--- src/rtl/game_start_ctrl.sv ---
// ---------------------------------------------------------------------------
// game_start_ctrl
//
// Game-flow front end between the start switch (switch 8), the LCD screen
// mux and the game core. It synchronizes and debounces the raw switch,
// runs the pre-game countdown, fires a one-cycle start pulse into the game
// core and selects which screen the LCD drivers show.
//
// Parameters
//   DEB_CYCLES  consecutive stable synchronized samples needed to change
//               the debounced level (>= 2)
//   TICK_DIV    CLK cycles per countdown step (>= 2)
//   COUNT_FROM  countdown start value (1..9)
//
// Ports
//   CLK         system clock, all logic on the rising edge
//   RESETN      asynchronous active-low reset
//   SW_START    raw start switch, asynchronous to CLK, may bounce
//   GAME_OVER   one-cycle pulse from the game core, honoured only in PLAY
//   SW_LEVEL    debounced switch level
//   SCREEN_SEL  00 prompt, 01 countdown, 10 in-game, 11 game-over
//   COUNT_VAL   current countdown digit, binary
//   GAME_START  one-cycle pulse on entry to PLAY
//   GAME_EN     high throughout PLAY
// ---------------------------------------------------------------------------
module game_start_ctrl #(
  parameter int DEB_CYCLES = 20,
  parameter int TICK_DIV   = 1000,
  parameter int COUNT_FROM = 3
) (
  input  logic       CLK,
  input  logic       RESETN,
  input  logic       SW_START,
  input  logic       GAME_OVER,
  output logic       SW_LEVEL,
  output logic [1:0] SCREEN_SEL,
  output logic [3:0] COUNT_VAL,
  output logic       GAME_START,
  output logic       GAME_EN
);

  localparam int DW = (DEB_CYCLES > 1) ? $clog2(DEB_CYCLES) : 1;
  localparam int PW = (TICK_DIV > 1) ? $clog2(TICK_DIV) : 1;

  localparam logic [DW-1:0] DEB_LAST   = DW'(DEB_CYCLES - 1);
  localparam logic [PW-1:0] TICK_LAST  = PW'(TICK_DIV - 1);
  localparam logic [3:0]    COUNT_INIT = 4'(COUNT_FROM);

  localparam logic [1:0] SCR_PROMPT = 2'b00;
  localparam logic [1:0] SCR_COUNT  = 2'b01;
  localparam logic [1:0] SCR_PLAY   = 2'b10;
  localparam logic [1:0] SCR_OVER   = 2'b11;

  typedef enum logic [1:0] {
    IDLE,
    COUNTDOWN,
    PLAY,
    OVER
  } state_t;

  state_t          state;
  state_t          state_next;

  logic            s1;
  logic            s2;
  logic            v1;
  logic            v2;
  logic [DW-1:0]   deb_cnt;
  logic            lvl_q;
  logic            rise;
  logic            armed;
  logic            arm_clear;
  logic [PW-1:0]   presc;
  logic [PW-1:0]   presc_next;
  logic            tick;

  logic [1:0]      screen_next;
  logic [3:0]      count_next;
  logic            start_next;
  logic            en_next;

  // Two-flop synchronizer for the raw switch. v1/v2 travel alongside it and
  // mark the point where s2 holds a real post-reset sample of the switch
  // rather than its reset value.
  always_ff @(posedge CLK or negedge RESETN) begin
    if (!RESETN) begin
      s1 <= 1'b0;
      s2 <= 1'b0;
      v1 <= 1'b0;
      v2 <= 1'b0;
    end else begin
      s1 <= SW_START;
      s2 <= s1;
      v1 <= 1'b1;
      v2 <= v1;
    end
  end

  // Debouncer: the level only flips after DEB_CYCLES consecutive samples
  // disagreeing with it; any agreeing sample restarts the count.
  always_ff @(posedge CLK or negedge RESETN) begin
    if (!RESETN) begin
      deb_cnt  <= '0;
      SW_LEVEL <= 1'b0;
    end else if (s2 == SW_LEVEL) begin
      deb_cnt <= '0;
    end else if (deb_cnt == DEB_LAST) begin
      SW_LEVEL <= ~SW_LEVEL;
      deb_cnt  <= '0;
    end else begin
      deb_cnt <= deb_cnt + DW'(1);
    end
  end

  // Delayed copy of the debounced level for rising-edge detection.
  always_ff @(posedge CLK or negedge RESETN) begin
    if (!RESETN) begin
      lvl_q <= 1'b0;
    end else begin
      lvl_q <= SW_LEVEL;
    end
  end

  assign rise = SW_LEVEL & ~lvl_q;

  // Armed flag: a game may only start after the switch has genuinely been
  // seen off. The debounced level is 0 straight out of reset even when the
  // switch is physically on, so arming also waits for a real synchronized
  // "off" sample. A switch held on through reset therefore has to be turned
  // off before it can start a game.
  always_ff @(posedge CLK or negedge RESETN) begin
    if (!RESETN) begin
      armed <= 1'b0;
    end else if (arm_clear) begin
      armed <= 1'b0;
    end else if (!SW_LEVEL && !s2 && v2) begin
      armed <= 1'b1;
    end
  end

  assign tick = (state == COUNTDOWN) && (presc == TICK_LAST);

  // State and output registers. Every output is registered so the LCD mux
  // and game core see glitch-free signals that change with the state.
  always_ff @(posedge CLK or negedge RESETN) begin
    if (!RESETN) begin
      state      <= IDLE;
      presc      <= '0;
      SCREEN_SEL <= SCR_PROMPT;
      COUNT_VAL  <= 4'd0;
      GAME_START <= 1'b0;
      GAME_EN    <= 1'b0;
    end else begin
      state      <= state_next;
      presc      <= presc_next;
      SCREEN_SEL <= screen_next;
      COUNT_VAL  <= count_next;
      GAME_START <= start_next;
      GAME_EN    <= en_next;
    end
  end

  // Next-state and next-output logic. In COUNTDOWN the switch going off is
  // checked before the tick so an abort wins over a simultaneous tick; in
  // PLAY game-over is checked first so it wins over the switch going off.
  always_comb begin
    state_next  = state;
    presc_next  = presc;
    screen_next = SCREEN_SEL;
    count_next  = COUNT_VAL;
    start_next  = 1'b0;
    en_next     = GAME_EN;
    arm_clear   = 1'b0;

    case (state)
      IDLE: begin
        if (rise && armed) begin
          state_next  = COUNTDOWN;
          screen_next = SCR_COUNT;
          count_next  = COUNT_INIT;
          presc_next  = '0;
          arm_clear   = 1'b1;
        end
      end

      COUNTDOWN: begin
        if (!SW_LEVEL) begin
          state_next  = IDLE;
          screen_next = SCR_PROMPT;
          count_next  = 4'd0;
          presc_next  = '0;
        end else if (tick) begin
          presc_next = '0;
          if (COUNT_VAL > 4'd1) begin
            count_next = COUNT_VAL - 4'd1;
          end else begin
            state_next  = PLAY;
            screen_next = SCR_PLAY;
            count_next  = 4'd0;
            start_next  = 1'b1;
            en_next     = 1'b1;
          end
        end else begin
          presc_next = presc + PW'(1);
        end
      end

      PLAY: begin
        if (GAME_OVER) begin
          state_next  = OVER;
          screen_next = SCR_OVER;
          en_next     = 1'b0;
        end else if (!SW_LEVEL) begin
          state_next  = IDLE;
          screen_next = SCR_PROMPT;
          en_next     = 1'b0;
        end
      end

      OVER: begin
        if (!SW_LEVEL) begin
          state_next  = IDLE;
          screen_next = SCR_PROMPT;
        end
      end

      default: begin
        state_next  = IDLE;
        screen_next = SCR_PROMPT;
        count_next  = 4'd0;
        en_next     = 1'b0;
        presc_next  = '0;
      end
    endcase
  end

endmodule
--- config.mk ---
export PLATFORM = sky130hd
export DESIGN_NAME = game_start_ctrl
export DESIGN_NICKNAME = d
export VERILOG_FILES = /design/src/rtl/game_start_ctrl.sv
export SDC_FILE = /design/constraint.sdc
export NUM_CORES = 1
export LEC_CHECK = 0
export CELL_PAD_IN_SITES_DETAIL_PLACEMENT = 0
export CELL_PAD_IN_SITES_GLOBAL_PLACEMENT = 1
export CORE_MARGIN = 3
export CORE_UTILIZATION = 44
export DETAILED_ROUTE_END_ITERATION = 12
export HOLD_SLACK_MARGIN = 0.1
export PLACE_DENSITY_LB_ADDON = 0.3
export REMOVE_ABC_BUFFERS = 1
export SLEW_MARGIN = 20
export SYNTH_ARGS = -nofsm -noshare
export SYNTH_HDL_FRONTEND = slang
export SYNTH_SLANG_ARGS = --single-unit
export TNS_END_PERCENT = 10
--- constraint.sdc ---
create_clock -name CLK -period 2.1 [get_ports CLK]
set_input_delay 0.21 -clock CLK [delete_from_list [all_inputs] [get_ports CLK]]
set_output_delay 0.21 -clock CLK [all_outputs]
set_load 0.01 [all_outputs]
==> impl_metrics.toml <==
[global_route]
antenna_found_initial = 0
overflow = 0
grt_max_degree = 33
grt_pass1_vias = 1272
grt_first_pass_wirelength_mm = 5.69
grt_usage = 0.171

[setup_path]
critPathCaptureType = "flip-flop"
crit_path_max_fanout = 6
r2r_slack_ns = 0.14
worstPathRequired_ns = 2.30
reg2reg_depth = 5
path_class = "reg -> reg"
rr_startpoint = "presc[0]"
rr_endpoint = "COUNT_VAL[0]"
cp_data_arrival_time_ns = 2.16
cp-start-kind = "flip-flop"

[floorplan]
fp-row-count = 21
dieArea_sq_mm = 0.00444
core_area_sq_mm = 0.00344
die-height_um = 66.6
die_width_um = 66.6
start_util = 0.470
ios = 13

[timing]
period_share = 0.933
finalSetupViolCount = 0
worst_pin_slew_ns = 0.671
fmax_ghz = 0.511
rsz0062_at_grt = "no"
period_minus_slack_ns = 1.96
finalMaxSlewViolations = 0
finalHoldViolations = 0
setup_tns_ns = 0
finClkSkew_ns = 0.00826
max_slew_margin = 0.548

[route]
num_vias = 1282
via_per_inst = 5.55
wl_mm = 3.36
avgRoutedWirePerCell_um = 14.5
drt_iter0_drc = 60
drcViolationCount = 0
ant_nets = 0
drt_first_pass_iters = 4

[logic_synthesis]
synth_edf_count = 0
yosysSeqAreaShare = 0.495
synth_top_cell_by_area = "dfrtp_1"
synth_common_cells = "32 x dfrtp_1, 19 x nor2_1, 10 x a21oi_1, 10 x nand2_1, 10 x o21ai_0"
netlist_top_cells_area = "dfrtp_1 49%, nor2_1 4.4%, ha_1 3.9%"
synth_ff_type = "dfrtp_1"
netlist_instances = 165
netlist_area_sq_mm = 0.00162
synth_most_common_cell = "dfrtp_1"
yosys_warnings = 0
ys_types = 44
synthArstFlopShare = 1.00
ys_ff_latch = 32
syn_avg_cell_area_sq_um = 9.80
yosysTopAreaCellShare = 0.495

[clocking]
clock_latency_ns = 0.28
cts_buffers = 5
cts_sinks = 32
clk_pin_slew_ns = 0.07
postCtsHoldBufs = 0
cts_buffer_depth = 2
cts-htree-levels = 2
clockRootBuffer = "clkbuf_8"
cts_tree = "done"

[cells_and_area]
drive_gt1_frac = 0.114
final_nets = 193
seq_area_sq_um = 801
diodes = 0
final_util = 0.559
area_growth_pct = 19.0
multi_input_area_sq_um = 761
fill_cells = 321
finalNonFillerCells = 231

[min_path]
hp-class = "in -> async"

[power_and_ir_drop]
pwr_density_cell_mw_per_mm2 = 819
leakage_nw = 0.825
p_total_mw = 1.58
ir_drop_v = 0.000527

[placement]
gp_congestion = 0.838
dp_hpwl_mm = 2.42
io_buffer_count = 12
numPlacedInstances = 223

[flow_run]
maxCapViolations = 0

[outcome]
status = "complete, no violations"
-- layout make-up --
type                    count  area share
clock buffers               6      0.0377
repair buffers             18      0.0858
inverters                   9      0.0175
well taps                  46      0.0299
clock inverters             2      0.0182
flip-flops and latches     32       0.416
multi-input cells         118       0.395
-- worst max-delay path, stage by stage, from the launching register on --
cell	delay [ns]
dfrtp_1	0.41
ha_1	0.27
nand4_2	0.18
or4_4	0.56
o41a_1	0.32
o22ai_1	0.14
-- state kept, by name, summed over array words and instances, names as in the netlist --
| signal | flops |
|---|---|
| s1 | 1 |
| v2 | 1 |
| deb_cnt | 5 |
| state | 2 |
| GAME_START | 1 |
| presc | 10 |
| lvl_q | 1 |
| armed | 1 |
| s2 | 1 |
| COUNT_VAL | 4 |
| v1 | 1 |
| SCREEN_SEL | 2 |
| GAME_EN | 1 |
| SW_LEVEL | 1 |
-- where the power goes --
group	total [mW]	internal [mW]	switching (mW)	leakage, nW
clock	0.573	0.352	0.221	0.0552
sequential	0.703	0.660	0.0425	0.421
combinational	0.301	0.150	0.151	0.348
-- cell usage in the layout, fill, tap and decap left out, types with 2 or more instances in the layout --
master	synthesis	final
a22oi_1	2	2
xnor2_1	7	7
buf_4	0	6
o21ai_0	10	10
dfrtp_1	32	32
a211o_1	2	2
a211oi_1	2	2
a31oi_1	2	2
nand3_1	6	6
and3b_1	2	2
o211ai_1	2	2
and2_1	3	3
a21oi_1	10	10
nand2_1	10	10
nor2_1	19	19
nand4_1	2	2
clkdlybuf4s50_1	0	12
nand3b_1	2	2
ha_1	5	5
clkbuf_8	0	5
and3_1	2	2
nor3_1	6	6
clkinv_1	2	2
inv_1	7	7
o31ai_1	2	2
a2111oi_0	3	3
-- how the worst max path moves through the flow --
stage / start / to / slack [ns] / cells after the start
2_1_floorplan: presc[0] / presc[2] / 0.22 / 5
3_3_place_gp: presc[0] / COUNT_VAL[0] / 0.18 / 5
3_5_place_dp: presc[0] / COUNT_VAL[0] / 0.08 / 5
4_1_cts: presc[0] / COUNT_VAL[0] / 0.07 / 5
5_1_grt: presc[0] / COUNT_VAL[0] / 0.04 / 5
6_report: presc[0] / COUNT_VAL[0] / 0.14 / 5
-- repair_timing --
item | 4_1_cts | 5_1_grt
setup endpoints to repair | 0 | 8
hold endpoints to repair | 0 | 0
gates resized for setup | 0 | 1
setup buffers | 0 | 0
-- through the flow --
stage / hold slack [ns] / instance area [sq um] / worst slack, ns
CTS: 0.331 / 1920 / 0.0702
global route: 0.356 / 1930 / 0.0354
global placement: 0.333 / 1810 / 0.180
finish: 0.319 / 1930 / 0.141
floorplan: -0.0856 / 1590 / 0.218
detailed placement: 0.340 / 1810 / 0.0797
-- kinds of logic (layout without fill, tap and decap cells) --
logic type | Yosys count | after routing | synth area share
and+or+nand+nor | 61 | 61 | 0.203
AOI/OAI and AO/OA | 43 | 43 | 0.179
adders and majority gates | 5 | 5 | 0.0387
other | 1 | 1 | 0.00232
muxes | 1 | 1 | 0.00696
xor gates and xnor gates | 7 | 7 | 0.0379
buffers and inverters | 15 | 35 | 0.0371
DFF | 32 | 32 | 0.495
-- routing by layer --
metal / vias to the layer above / part of all wire / GRT usage
li1: 629 / - / -
met1: 619 / 0.46 / 0.223
met2: 29 / 0.48 / 0.275
met3: 5 / 0.046 / 0.0304
met4: 0 / 0.015 / 0.0761
met5: - / 0 / 0
(Power assumes the default switching activity.)
